$ cat src/rtl/uart_cmd_ctrl_if.sv
// Receive-byte strobe and register-write handshake between the UART harness and
// the command-frame controller.
interface uart_cmd_ctrl_if;
  logic       rx_valid;
  logic [7:0] rx_data;
  logic       wr_valid;
  logic [7:0] wr_addr;
  logic [7:0] wr_data;
  logic       wr_ready;

  // Controller side: consumes bytes, drives write beats.
  modport master (
    input  rx_valid,
    input  rx_data,
    input  wr_ready,
    output wr_valid,
    output wr_addr,
    output wr_data
  );

  // Harness side: supplies bytes, sinks write beats.
  modport slave (
    output rx_valid,
    output rx_data,
    output wr_ready,
    input  wr_valid,
    input  wr_addr,
    input  wr_data
  );
endinterface

$ cat src/rtl/uart_cmd_ctrl.sv
// Command-frame parser behind the UART receiver: SYNC ADDR LEN payload CHK frames are
// checksum-verified, buffered, then replayed as address/data write beats.
module uart_cmd_ctrl #(
  parameter logic [7:0]  SYNC_BYTE    = 8'hA5,
  parameter int unsigned MAX_LEN      = 16,
  parameter int unsigned TIMEOUT_CLKS = 100000
) (
  input  logic            clk,
  input  logic            reset,
  uart_cmd_ctrl_if.master bus,
  output logic            busy,
  output logic            frame_ok,
  output logic            frame_err,
  output logic [7:0]      err_count
);

  localparam int unsigned IW       = $clog2(MAX_LEN + 1);
  localparam int unsigned AW       = (MAX_LEN > 1) ? $clog2(MAX_LEN) : 1;
  localparam int unsigned BufDepth = 2 ** AW;
  localparam int unsigned TW       = $clog2(TIMEOUT_CLKS);

  localparam logic [AW-1:0] FirstIdx = '0;
  localparam logic [TW-1:0] TmoLast  = TW'(TIMEOUT_CLKS - 1);

  typedef enum logic [2:0] {
    StIdle,
    StAddr,
    StLen,
    StPayload,
    StCheck,
    StWrite
  } state_e;

  state_e        state_q, state_d;
  logic [7:0]    addr_q, addr_d;
  logic [IW-1:0] len_q, len_d;
  logic [IW-1:0] idx_q, idx_d;
  logic [IW-1:0] idx_inc;
  logic [7:0]    chk_q, chk_d;
  logic [TW-1:0] tmo_q, tmo_d;
  logic          wr_valid_q, wr_valid_d;
  logic [7:0]    wr_addr_q, wr_addr_d;
  logic [7:0]    wr_data_q, wr_data_d;
  logic          frame_ok_q, frame_ok_d;
  logic          frame_err_q, frame_err_d;
  logic [7:0]    err_cnt_q, err_cnt_d;
  logic          buf_we;
  logic          err;
  logic          last_idx;
  logic          in_frame;

  logic [7:0]    buf_q [BufDepth];

  assign idx_inc  = idx_q + IW'(1);
  assign last_idx = (idx_q == len_q - IW'(1));
  assign in_frame = (state_q == StAddr) || (state_q == StLen) ||
                    (state_q == StPayload) || (state_q == StCheck);

  always_comb begin
    state_d     = state_q;
    addr_d      = addr_q;
    len_d       = len_q;
    idx_d       = idx_q;
    chk_d       = chk_q;
    tmo_d       = tmo_q;
    wr_valid_d  = wr_valid_q;
    wr_addr_d   = wr_addr_q;
    wr_data_d   = wr_data_q;
    frame_ok_d  = 1'b0;
    frame_err_d = 1'b0;
    err_cnt_d   = err_cnt_q;
    buf_we      = 1'b0;
    err         = 1'b0;

    unique case (state_q)
      StIdle: begin
        if (bus.rx_valid && (bus.rx_data == SYNC_BYTE)) begin
          state_d = StAddr;
          tmo_d   = '0;
        end
      end
      StAddr: begin
        if (bus.rx_valid) begin
          addr_d  = bus.rx_data;
          chk_d   = bus.rx_data;
          tmo_d   = '0;
          state_d = StLen;
        end
      end
      StLen: begin
        if (bus.rx_valid) begin
          tmo_d = '0;
          if ((bus.rx_data == 8'h00) || (32'(bus.rx_data) > MAX_LEN)) begin
            err     = 1'b1;
            state_d = StIdle;
          end else begin
            len_d   = IW'(bus.rx_data);
            chk_d   = chk_q ^ bus.rx_data;
            idx_d   = '0;
            state_d = StPayload;
          end
        end
      end
      StPayload: begin
        if (bus.rx_valid) begin
          buf_we = 1'b1;
          chk_d  = chk_q ^ bus.rx_data;
          tmo_d  = '0;
          if (last_idx) begin
            idx_d   = '0;
            state_d = StCheck;
          end else begin
            idx_d = idx_inc;
          end
        end
      end
      StCheck: begin
        if (bus.rx_valid) begin
          tmo_d = '0;
          if (bus.rx_data == chk_q) begin
            // Beat 0 is presented in the very next cycle.
            idx_d      = '0;
            wr_valid_d = 1'b1;
            wr_addr_d  = addr_q;
            wr_data_d  = buf_q[FirstIdx];
            state_d    = StWrite;
          end else begin
            err     = 1'b1;
            state_d = StIdle;
          end
        end
      end
      StWrite: begin
        // Bytes arriving mid-replay are dropped; the replay itself carries on.
        if (bus.rx_valid) begin
          err = 1'b1;
        end
        if (wr_valid_q && bus.wr_ready) begin
          if (last_idx) begin
            wr_valid_d = 1'b0;
            frame_ok_d = 1'b1;
            state_d    = StIdle;
          end else begin
            idx_d     = idx_inc;
            wr_addr_d = wr_addr_q + 8'd1;
            wr_data_d = buf_q[idx_inc[AW-1:0]];
          end
        end
      end
      default: begin
        state_d = StIdle;
      end
    endcase

    // An arriving byte always beats a coincident timeout expiry.
    if (in_frame && !bus.rx_valid) begin
      if (tmo_q == TmoLast) begin
        err     = 1'b1;
        tmo_d   = '0;
        state_d = StIdle;
      end else begin
        tmo_d = tmo_q + TW'(1);
      end
    end

    if (err) begin
      frame_err_d = 1'b1;
      if (err_cnt_q != 8'hFF) begin
        err_cnt_d = err_cnt_q + 8'd1;
      end
    end
  end

  always_ff @(posedge clk or posedge reset) begin
    if (reset) begin
      state_q     <= StIdle;
      addr_q      <= '0;
      len_q       <= '0;
      idx_q       <= '0;
      chk_q       <= '0;
      tmo_q       <= '0;
      wr_valid_q  <= 1'b0;
      wr_addr_q   <= '0;
      wr_data_q   <= '0;
      frame_ok_q  <= 1'b0;
      frame_err_q <= 1'b0;
      err_cnt_q   <= '0;
    end else begin
      state_q     <= state_d;
      addr_q      <= addr_d;
      len_q       <= len_d;
      idx_q       <= idx_d;
      chk_q       <= chk_d;
      tmo_q       <= tmo_d;
      wr_valid_q  <= wr_valid_d;
      wr_addr_q   <= wr_addr_d;
      wr_data_q   <= wr_data_d;
      frame_ok_q  <= frame_ok_d;
      frame_err_q <= frame_err_d;
      err_cnt_q   <= err_cnt_d;
    end
  end

  // Payload storage has no reset; it is only read after a checksum pass.
  always_ff @(posedge clk) begin
    if (buf_we) begin
      buf_q[idx_q[AW-1:0]] <= bus.rx_data;
    end
  end

  assign bus.wr_valid = wr_valid_q;
  assign bus.wr_addr  = wr_addr_q;
  assign bus.wr_data  = wr_data_q;
  assign busy         = (state_q != StIdle);
  assign frame_ok     = frame_ok_q;
  assign frame_err    = frame_err_q;
  assign err_count    = err_cnt_q;

endmodule
$ cat src/flat_wrapper.sv
// flat-port wrapper written by rule: the top's interface ports become plain ports
module uart_cmd_ctrl_flat 
#(
  parameter logic [7:0]  SYNC_BYTE    = 8'hA5,
  parameter int unsigned MAX_LEN      = 16,
  parameter int unsigned TIMEOUT_CLKS = 100000
)
  (clk, reset, busy, frame_ok, frame_err, err_count, bus_rx_valid, bus_rx_data, bus_wr_ready, bus_wr_valid, bus_wr_addr, bus_wr_data);
  uart_cmd_ctrl_if bus_i ();
  input  logic clk;
  input  logic reset;
  output logic busy;
  output logic frame_ok;
  output logic frame_err;
  output logic [7:0] err_count;
  input wire logic [$bits(bus_i.rx_valid)-1:0] bus_rx_valid;
  input wire logic [$bits(bus_i.rx_data)-1:0] bus_rx_data;
  input wire logic [$bits(bus_i.wr_ready)-1:0] bus_wr_ready;
  output wire logic [$bits(bus_i.wr_valid)-1:0] bus_wr_valid;
  output wire logic [$bits(bus_i.wr_addr)-1:0] bus_wr_addr;
  output wire logic [$bits(bus_i.wr_data)-1:0] bus_wr_data;
  assign bus_i.rx_valid = bus_rx_valid;
  assign bus_i.rx_data = bus_rx_data;
  assign bus_i.wr_ready = bus_wr_ready;
  assign bus_wr_valid = bus_i.wr_valid;
  assign bus_wr_addr = bus_i.wr_addr;
  assign bus_wr_data = bus_i.wr_data;
  uart_cmd_ctrl #(.SYNC_BYTE(SYNC_BYTE), .MAX_LEN(MAX_LEN), .TIMEOUT_CLKS(TIMEOUT_CLKS)) u_core (.clk(clk), .reset(reset), .bus(bus_i), .busy(busy), .frame_ok(frame_ok), .frame_err(frame_err), .err_count(err_count));
endmodule
$ cat config.mk
export PLATFORM = sky130hd
export DESIGN_NAME = uart_cmd_ctrl_flat
export DESIGN_NICKNAME = d
export VERILOG_FILES = /design/src/rtl/uart_cmd_ctrl_if.sv /design/src/rtl/uart_cmd_ctrl.sv /design/src/flat_wrapper.sv
export SDC_FILE = /design/constraint.sdc
export NUM_CORES = 1
export LEC_CHECK = 0
export ABC_CLOCK_PERIOD_IN_PS = 4500
export BUFFER_PORTS_ARGS = -buffer_cell sky130_fd_sc_hd__buf_2
export CAP_MARGIN = 20
export CORE_ASPECT_RATIO = 0.5
export CORE_MARGIN = 5
export CORE_UTILIZATION = 50
export CTS_CLUSTER_DIAMETER = 100
export DETAILED_ROUTE_END_ITERATION = 8
export PLACE_DENSITY = 0.67
export SLEW_MARGIN = 20
export SYNTH_ARGS = -nofsm -noshare
export SYNTH_HDL_FRONTEND = slang
export SYNTH_SLANG_ARGS = --single-unit
$ cat constraint.sdc
create_clock -name clk -period 4.5 [get_ports clk]
set_input_delay 0.675 -clock clk [delete_from_list [all_inputs] [get_ports clk]]
set_output_delay 0.675 -clock clk [all_outputs]
set_load 0.01 [all_outputs]
==> impl_metrics.yaml, run 1 <==
clock_network:
  htreeDepth: 1
  cts_sinks: 201
  path_clk_slew_ps: 60
  clkLatencyLatePin_ps: 500
  numCtsBuffers: 20
  cts_buffer_depth: 3
  cts_resized: 0
  post_cts_buffers: 0
  postCtsHoldBufs: 0
  clock-root-buffer: "clkbuf_16"
  cts_tree: "yes"
layout:
  num-nets-final: 688
  area_growth_pct: 11.3
  antenna_cells: 0
  fill_cells: 1391
  drive_above_1_share: 0.213
pwr:
  p_per_area_mw_per_mm2: 386
  p_leak_uw: 0.00372
  vdd_drop_max_v: 0.000281
place:
  io_buffers: 39
  routabilityCongestion: 0.828
  hpwl_um: 12800
timing:
  hold_viol: 0
  min_period_ps: 2800
  finalSetupTns_ps: 0
  tightest_slew_ps: 1060
  timing.fmax_mhz: 357
  relSlewSlack: 0.287
  finalCritPeriodShare: 0.622
  finalMaxSlewViolations: 0
  finalClockSkew_ps: 14.1
  rsz0062_at_grt: "no"
  whs_ps: 334
  setup_viol: 0
critical_path:
  worstPathRequired_ps: 4830
  critPathKind: "flip-flop to flip-flop"
  crit_arrival_ps: 3130
  cp-end-kind: "flip-flop"
  path_max_fanout: 32
  critPathLaunchType: "flip-flop"
global_route:
  gr-usage-all-layers: 0.195
  gr-max-usage-layer: "met2"
  grt_pass1_wl_um: 31800
  antenna_found_initial: 0
  grt_overflow: 0
  grt_util_met1: 0.289
  met2_usage: 0.303
  grt_pass1_vias: 5485
  use_met3: 0.0418
  grt_start_max_net_pins: 51
floorplanning:
  coreArea_sq_mm: 0.0175
  die_x_um: 200
  rows: 34
  die_h_um: 105
  io_pins: 40
  dieArea_sq_mm: 0.0210
  start_util: 0.514
run:
  cap_violations: 0
synthesis:
  synth_warnings: 0
  synthTopCellsByArea: "edfxtp_1, dfrtp_1, mux4_2"
  syn_avg_cell_area_sq_um: 14.3
  synth_fp_nets: 651
  synth-compound-area-share: 0.0850
  syn_area_sq_mm: 0.00901
  yosys-mux-area-fraction: 0.125
  synthAdderAreaFrac: 0.0139
  ys.flop_type: "edfxtp_1"
  synthMostInstantiatedCell: "edfxtp_1"
  seq_area_frac_synth: 0.629
  yosys.area_share.simple: 0.0989
  synth.ff_latch_count: 201
  synth_top_family_by_area: "multiplexers"
  synth_top_area_frac: 0.427
  post_synth_num_cell_types: 63
  synth_top_cell_by_area: "edfxtp_1"
  synthCells: 629
  async_flop_share: 0.363
  synth_xor_area_frac: 0.0279
  netlist_top_cells_count: "edfxtp_1, dfrtp_1, nor2_1"
  synth_edf_count: 128
route:
  viasPerCell: 6.05
  ant_nets: 0
  wl_um: 20000
  drc_errors: 0
  dr.pass1.iters: 7
  vias: 5532
  wl_per_cell_um: 21.9
  drt-initial-drc-count: 534
hold_path:
  hold_path.class: "primary input to async pin"
status:
  status: "completed"
==> logic make-up after synthesis <==
group                      count (synthesis)
AOI/OAI and AO/OA                        117
xor gates and xnor gates                  27
adders and majority gates                 10
buffers and inverters                     41
DFF                                      201
muxes                                     60
and+or+nand+nor                          173
==> power by group <==
part / switching [uW] / internal [uW]
Combinational: 154 / 143
Clock: 698 / 844
Sequential: 32.1 / 2000
Total: 884 / 2990
==> area by class of cell <==
class                   instances  area [sq um]  area share
flip-flops and latches        201          5670       0.566
repair buffers                 46           248      0.0247
clock inverters                11          70.1     0.00699
multi-input cells             387          3180       0.317
well taps                     234           293      0.0292
inverters                      10          38.8     0.00387
clock buffers                  25           529      0.0528
==> layer usage <==
layer  part of all wire  up-vias  wire length, um
li1                   -     2513                -
met1               0.45     2832             9060
met2               0.47      159             9340
met3              0.060       28             1210
met4              0.018        0              361
met5                  0        -                0
==> cells in the final DEF (no fill, tap or decap), types with 4 or more instances in the layout <==
cell       instances
a21oi_1           37
xor2_1             9
o31ai_1            6
clkbuf_1           4
mux4_2            40
mux2_2            15
nand4_1            9
edfxtp_1         128
ha_1              10
and3_1            11
nor3_2             5
buf_4              7
inv_1              9
clkbuf_16         20
xnor2_1           16
nor3_1             5
clkinv_1           4
dfrtp_1           72
a2bb2oi_1         12
buf_2             39
o21ai_1            6
and4_1             4
a31oi_1            4
clkinv_2           5
o22ai_1           10
nand2_1           41
nor2_1            43
nand2b_1           8
nand3_1           23
o21ai_0           20
==> critical path: stages, from the launching register on <==
cell and delay [ps]:
dfrtp_2 450, buf_4 550, xor2_1 150, o211ai_1 160
a211o_1 240, a31oi_1 170, nor2_1 760, a2bb2oi_1 130
==> registers in the layout (all words and copies together), names as in the netlist <==
| register | cells |
|---|---|
| u_core.bus.wr_data | 8 |
| u_core.err_count | 8 |
| u_core.chk_q | 8 |
| u_core.frame_err | 1 |
| u_core.addr_q | 8 |
| u_core.bus.wr_addr | 8 |
| u_core.state_q | 3 |
| u_core.frame_ok | 1 |
| u_core.len_q | 5 |
| u_core.bus.wr_valid | 1 |
| u_core.buf_q | 128 |
| u_core.idx_q | 5 |
| u_core.tmo_q | 17 |
==> through the flow <==
step	cells	power [uW]	area [sq um]	worst slack (ps)	util
2_1_floorplan	629	2270	9010	1670	-
3_3_place_gp	878	2370	9430	1590	0.538
3_5_place_dp	878	2370	9430	1500	0.538
4_1_cts	914	3910	10000	1620	0.572
5_1_grt	914	4010	10000	1370	0.572
6_report	914	3870	10000	1700	0.572
==> final timing paths <==
kind,cells after the start,start,end,slack (ps)
setup reg to reg,7,u_core.idx_q[0]$_DFFE_PP0P_,u_core.bus.wr_addr[6]$_DFFE_PP0P_,1700
hold reg to reg,1,u_core.addr_q[2]$_DFFE_PP0P_,u_core.addr_q[2]$_DFFE_PP0P_,500
setup / recovery,7,u_core.idx_q[0]$_DFFE_PP0P_,u_core.bus.wr_addr[6]$_DFFE_PP0P_,1700
hold / removal,2,reset,u_core.tmo_q[11]$_DFFE_PP0P_,330
max in group asynchronous,3,reset,u_core.chk_q[6]$_DFFE_PP0P_,3310
min in group clk,1,u_core.addr_q[2]$_DFFE_PP0P_,u_core.addr_q[2]$_DFFE_PP0P_,500
(Power assumes the default switching activity.)
==> inputs of run 2 (changes only) <==
--- a/config.mk
+++ b/config.mk
@@ -5,7 +5,7 @@
 export SDC_FILE = /design/constraint.sdc
 export NUM_CORES = 1
 export LEC_CHECK = 0
-export ABC_CLOCK_PERIOD_IN_PS = 4500
+export ABC_CLOCK_PERIOD_IN_PS = 2700
 export BUFFER_PORTS_ARGS = -buffer_cell sky130_fd_sc_hd__buf_2
 export CAP_MARGIN = 20
 export CORE_ASPECT_RATIO = 0.5
==> constraint.sdc (replaced) <==
create_clock -name clk -period 2.7 [get_ports clk]
set_input_delay 0.405 -clock clk [delete_from_list [all_inputs] [get_ports clk]]
set_output_delay 0.405 -clock clk [all_outputs]
set_load 0.01 [all_outputs]
==> impl_metrics.yaml, run 2 (synthesis gave the netlist of run 1 again) <==
status:
  status: "finished, violations left"
  violations: "hold timing"
route:
  drc_errors: 0
  ant_nets: 0
  drt-initial-drc-count: 588
  wl_um: 20800
  wl_per_cell_um: 21.6
  vias: 5845
  viasPerCell: 6.08
  dr.pass1.iters: 7
floorplanning:
  start_util: 0.514
  dieArea_sq_mm: 0.0210
  coreArea_sq_mm: 0.0175
  rows: 34
  die_x_um: 200
  io_pins: 40
  die_h_um: 105
place:
  io_buffers: 39
  routabilityCongestion: 0.863
  hpwl_um: 13900
layout:
  largest_reg_flops: 128
  drive_above_1_share: 0.265
  area_growth_pct: 15.9
  mostFrequentLayoutCell: "edfxtp_1"
  num-nets-final: 736
  antenna_cells: 0
  final_cell_mix: "edfxtp_1, dfrtp_1, buf_4, nor2_1, nand2_1"
pwr:
  vdd_drop_max_v: 0.000442
  p_leak_uw: 0.00398
  p_per_area_mw_per_mm2: 629
timing:
  setup_viol: 0
  relSlewSlack: 0.532
  finalSetupTns_ps: 0
  tightest_slew_ps: 699
  whs_ps: -10.2
  hold_viol: 10
  rsz0062_at_grt: "no"
  timing.fmax_mhz: 395
  finalCritPeriodShare: 0.937
  finalClockSkew_ps: 15.1
  min_period_ps: 2530
  finalMaxSlewViolations: 0
critical_path:
  critPathSlowestCell: "dfrtp_1"
  worstPathRequired_ps: 3060
  critPathKind: "flip-flop to flip-flop"
  path_buf_inv: 2
  cp-end-kind: "flip-flop"
  cp_top_family: "compound AO/OA/AOI/OAI gates"
  crit_arrival_ps: 2890
  path_max_fanout: 5
  critPathLaunchType: "flip-flop"
  cp_cell_sequence: "inv_1 -> ha_1 -> nor4bb_2 -> o211ai_1 -> a211o_1 -> buf_4 -> a21oi_2 -> nor3_1 -> a221o_1"
  cpPeakStageDelay_ps: 410
clock_network:
  clock-root-buffer: "clkbuf_16"
  postCtsHoldBufs: 0
  clkLatencyLatePin_ps: 490
  cts_buffer_depth: 3
  cts_sinks: 201
  numCtsBuffers: 19
  path_clk_slew_ps: 60
  htreeDepth: 1
  cts_tree: "yes"
global_route:
  grt_start_max_net_pins: 37
  gr-usage-all-layers: 0.201
  grt_overflow: 0
  grt_pass1_wl_um: 33200
  antenna_found_initial: 0
  grt_pass1_vias: 5782
run:
  cap_violations: 0
hold_path:
  hold_path.class: "primary input to async pin"
[run 2: cell count changes in the layout (fill, tap and decap cells not counted), moves of 2 or more]
cell	before	now
buf_12	0	2
buf_4	7	52
bufinv_16	0	2
nor3_1	5	8
nor3_2	5	2
[run 2: final cells by class]
class	instances	area (sq um)
Sequential cell	201	5670
Inverter	10	38.8
Clock inverter	10	103
Fill cell	1376	7080
Clock buffer	24	504
Multi-Input combinational cell	387	3170
Timing Repair Buffer	95	662
Tap cell	234	293
[run 2: worst register-to-register path: stages (launching register included)]
cell	delay [ps]
dfrtp_1	410
inv_1	70
ha_1	220
nor4bb_2	310
o211ai_1	130
a211o_1	310
buf_4	160
a21oi_2	290
nor3_1	140
a221o_1	360
[run 2: per-stage QoR]
stage	cells	worst slack, ps	util	power, uW	cell area, sq um
after floorplan	629	9.94	-	3780	9010
after global placement	924	20.3	0.559	3990	9790
after detailed placement	924	78.5	0.559	4000	9790
after CTS	958	54.4	0.593	6610	10400
after global routing	961	3.22	0.596	6810	10400
final	961	170	0.596	6570	10400
[run 2: layer usage]
layer	vias to the layer above	wire [um]	track usage
li1	2608	-	-
met1	3014	9460	0.299
met5	-	0	0
met3	23	1280	0.0395
met4	0	265	0.0300
met2	200	9740	0.318
[run 2: worst paths after layout]
kind | cells past startpoint | slack (ps) | start | endpoint
setup / recovery | 9 | 170 | u_core.len_q[0]$_DFFE_PP0P_ | u_core.idx_q[4]$_DFFE_PP0P_
hold / removal | 2 | -10 | reset | u_core.tmo_q[13]$_DFFE_PP0P_
min in group clk | 1 | 230 | bus_rx_data[2] | u_core.buf_q[7][2]$_DFFE_PP_
hold reg to reg | 1 | 510 | u_core.bus.wr_addr[5]$_DFFE_PP0P_ | u_core.bus.wr_addr[5]$_DFFE_PP0P_
setup reg to reg | 9 | 170 | u_core.len_q[0]$_DFFE_PP0P_ | u_core.idx_q[4]$_DFFE_PP0P_
max in group asynchronous | 3 | 2010 | reset | u_core.chk_q[2]$_DFFE_PP0P_
[run 2: repair_timing]
| item | 4_1_cts | 5_1_grt |
|---|---|---|
| endpoints found under the setup margin | 0 | 5 |
| setup buffers | 0 | 2 |
| gates resized for setup | 0 | 4 |
[run 2: report_power, final]
part	switching, uW	internal, uW	leakage, uW
registers	53.4	3330	0.00214
logic	282	267	0.00154
clock network	1110	1520	0.000295
total	1450	5120	0.00398
==> inputs of run 3 (changes only) <==
--- a/config.mk
+++ b/config.mk
@@ -14,6 +14,8 @@
 export CTS_CLUSTER_DIAMETER = 100
 export DETAILED_ROUTE_END_ITERATION = 8
 export PLACE_DENSITY = 0.67
+export RECOVER_POWER = 100
+export SETUP_SLACK_MARGIN = 0.2
 export SLEW_MARGIN = 20
 export SYNTH_ARGS = -nofsm -noshare
 export SYNTH_HDL_FRONTEND = slang
==> impl_metrics.yaml, run 3 (synthesis gave the netlist of run 1 again) <==
route:
  dr.pass1.iters: 5
  wl_per_cell_um: 21.2
  viasPerCell: 5.95
  drt-initial-drc-count: 485
  vias: 5672
  wl_um: 20200
  drc_errors: 0
  ant_nets: 0
place:
  placedCellCount: 916
  routabilityCongestion: 0.842
  hpwl_um: 13500
  io_buffers: 39
  placed_cell_area_sq_mm: 0.00973
critical_path:
  cpPeakStageDelay_ps: 400
  cp_top_family: "compound AO/OA/AOI/OAI gates"
  cp-end-kind: "flip-flop"
  critPathSlowestCell: "dfrtp_1"
  critPathLaunchType: "flip-flop"
  cp_cell_sequence: "inv_1 -> ha_4 -> xor2_1 -> o211ai_1 -> a211o_1 -> clkbuf_1 -> o211ai_1 -> clkbuf_16 -> nor3_1 -> a211o_1"
  reg2reg_slack_ps: 260
  r2r-end: "u_core.bus.wr_addr[0]$_DFFE_PP0P_"
  critPathKind: "flip-flop to flip-flop"
  path_max_fanout: 8
  path_buf_inv: 3
  worstPathRequired_ps: 3070
  reg2regPathDepth: 10
  crit_arrival_ps: 2810
  rr_startpoint: "u_core.len_q[0]$_DFFE_PP0P_"
layout:
  final_cell_mix: "edfxtp_1, dfrtp_1, clkbuf_1, nor2_1, nand2_1"
  fin_area_sq_mm: 0.0103
  multi_input_area_sq_mm: 0.00318
  antenna_cells: 0
  mostFrequentLayoutCell: "edfxtp_1"
  area_growth_pct: 14.0
  fill_cells: 1410
  fin_cells: 953
  num-nets-final: 729
  largest_reg_flops: 128
  drive_above_1_share: 0.160
  fin_util: 0.586
  register_area_sq_mm: 0.00567
timing:
  tightest_slew_ps: 1460
  relSlewSlack: 0.0229
  finalSetupTns_ps: 0
  setup_viol: 0
  finalClockSkew_ps: 6.75
  rsz0062_at_grt: "yes"
  min_period_ps: 2440
  finalCritPeriodShare: 0.904
  finalMaxSlewViolations: 0
  hold_viol: 0
  timing.fmax_mhz: 410
clock_network:
  path_clk_slew_ps: 70
  clkLatencyLatePin_ps: 480
  htreeDepth: 1
  cts_sinks: 201
  cts_tree: "yes"
  cts_buffer_depth: 3
  numCtsBuffers: 19
  clock-root-buffer: "clkbuf_16"
floorplanning:
  rows: 34
  io_pins: 40
  start_util: 0.514
  die_h_um: 105
  dieArea_sq_mm: 0.0210
  coreArea_sq_mm: 0.0175
  die_x_um: 200
hold_path:
  holdPathEnd: "u_core.state_q[1]$_DFF_PP0_"
  hold_path.class: "primary input to flip-flop"
  min_path_cells: 2
  hp-start: "bus_rx_valid"
global_route:
  gr-usage-all-layers: 0.196
  grt_pass1_wl_um: 32100
  grt_overflow: 0
  antenna_found_initial: 0
  grt_start_max_net_pins: 44
  grt_pass1_vias: 5614
pwr:
  p_per_area_mw_per_mm2: 651
  vdd_drop_max_v: 0.000363
  p_leak_uw: 0.00370
status:
  status: "completed"
run:
  cap_violations: 0
-- run 3: through the flow --
step | total power, uW | worst slack [ps] | hold WS, ps
after floorplan | 3790 | 243 | 463
after global placement | 3990 | 211 | 486
after detailed placement | 4000 | 162 | 491
after CTS | 6770 | 218 | 209
after global routing | 6940 | 127 | 235
final | 6680 | 258 | 227
-- run 3: area by class of cell --
type,instances,area share
sequential,201,0.552
clock buffer,23,0.0477
clock inverter,10,0.0144
inverter,10,0.00378
timing repair buffer,88,0.0443
tap,234,0.0285
multi-input combinational,387,0.309
-- run 3: worst max path at each step --
stage / start / end / slack, ps / depth (start not counted)
finish: u_core.len_q[0]$_DFFE_PP0P_ / u_core.bus.wr_addr[0]$_DFFE_PP0P_ / 260 / 10
CTS: u_core.len_q[0]$_DFFE_PP0P_ / u_core.bus.wr_addr[0]$_DFFE_PP0P_ / 220 / 10
floorplan: u_core.idx_q[0]$_DFFE_PP0P_ / u_core.bus.wr_data[0]$_DFFE_PP0P_ / 240 / 10
global placement: u_core.len_q[0]$_DFFE_PP0P_ / u_core.idx_q[4]$_DFFE_PP0P_ / 210 / 9
global route: u_core.len_q[0]$_DFFE_PP0P_ / u_core.bus.wr_addr[0]$_DFFE_PP0P_ / 130 / 10
detailed placement: bus_rx_data[2] / u_core.idx_q[4]$_DFFE_PP0P_ / 160 / 7
-- run 3: power by group --
part | switching [uW] | total, uW | internal [uW]
clock | 1100 | 2780 | 1680
sequential | 51.3 | 3380 | 3330
combinational | 283 | 526 | 243
total | 1430 | 6680 | 5250
-- run 3: timing repair --
action	4_1_cts	5_1_grt
hold buffers	1	0
pin swaps	0	5
endpoints found under the hold margin	30	0
gates resized for setup	2	8
setup endpoints to repair	7	20
cloned	0	1
setup buffers	0	2
-- run 3: worst register-to-register path: cells and delay by family, from the launching register on --
| family | cells | cell delay (ps) |
|---|---|---|
| xor gates and xnor gates | 1 | 160 |
| DFF | 1 | 400 |
| buffers and inverters | 3 | 480 |
| AOI/OAI and AO/OA | 4 | 970 |
| adders and majority gates | 1 | 270 |
| and+or+nand+nor | 1 | 50 |
-- run 3: layer usage --
| metal | GRT usage | wire (um) |
|---|---|---|
| met2 | 0.302 | 9420 |
| met1 | 0.298 | 9490 |
| met3 | 0.0370 | 948 |
| met5 | 0 | 0 |
| met4 | 0.0359 | 348 |
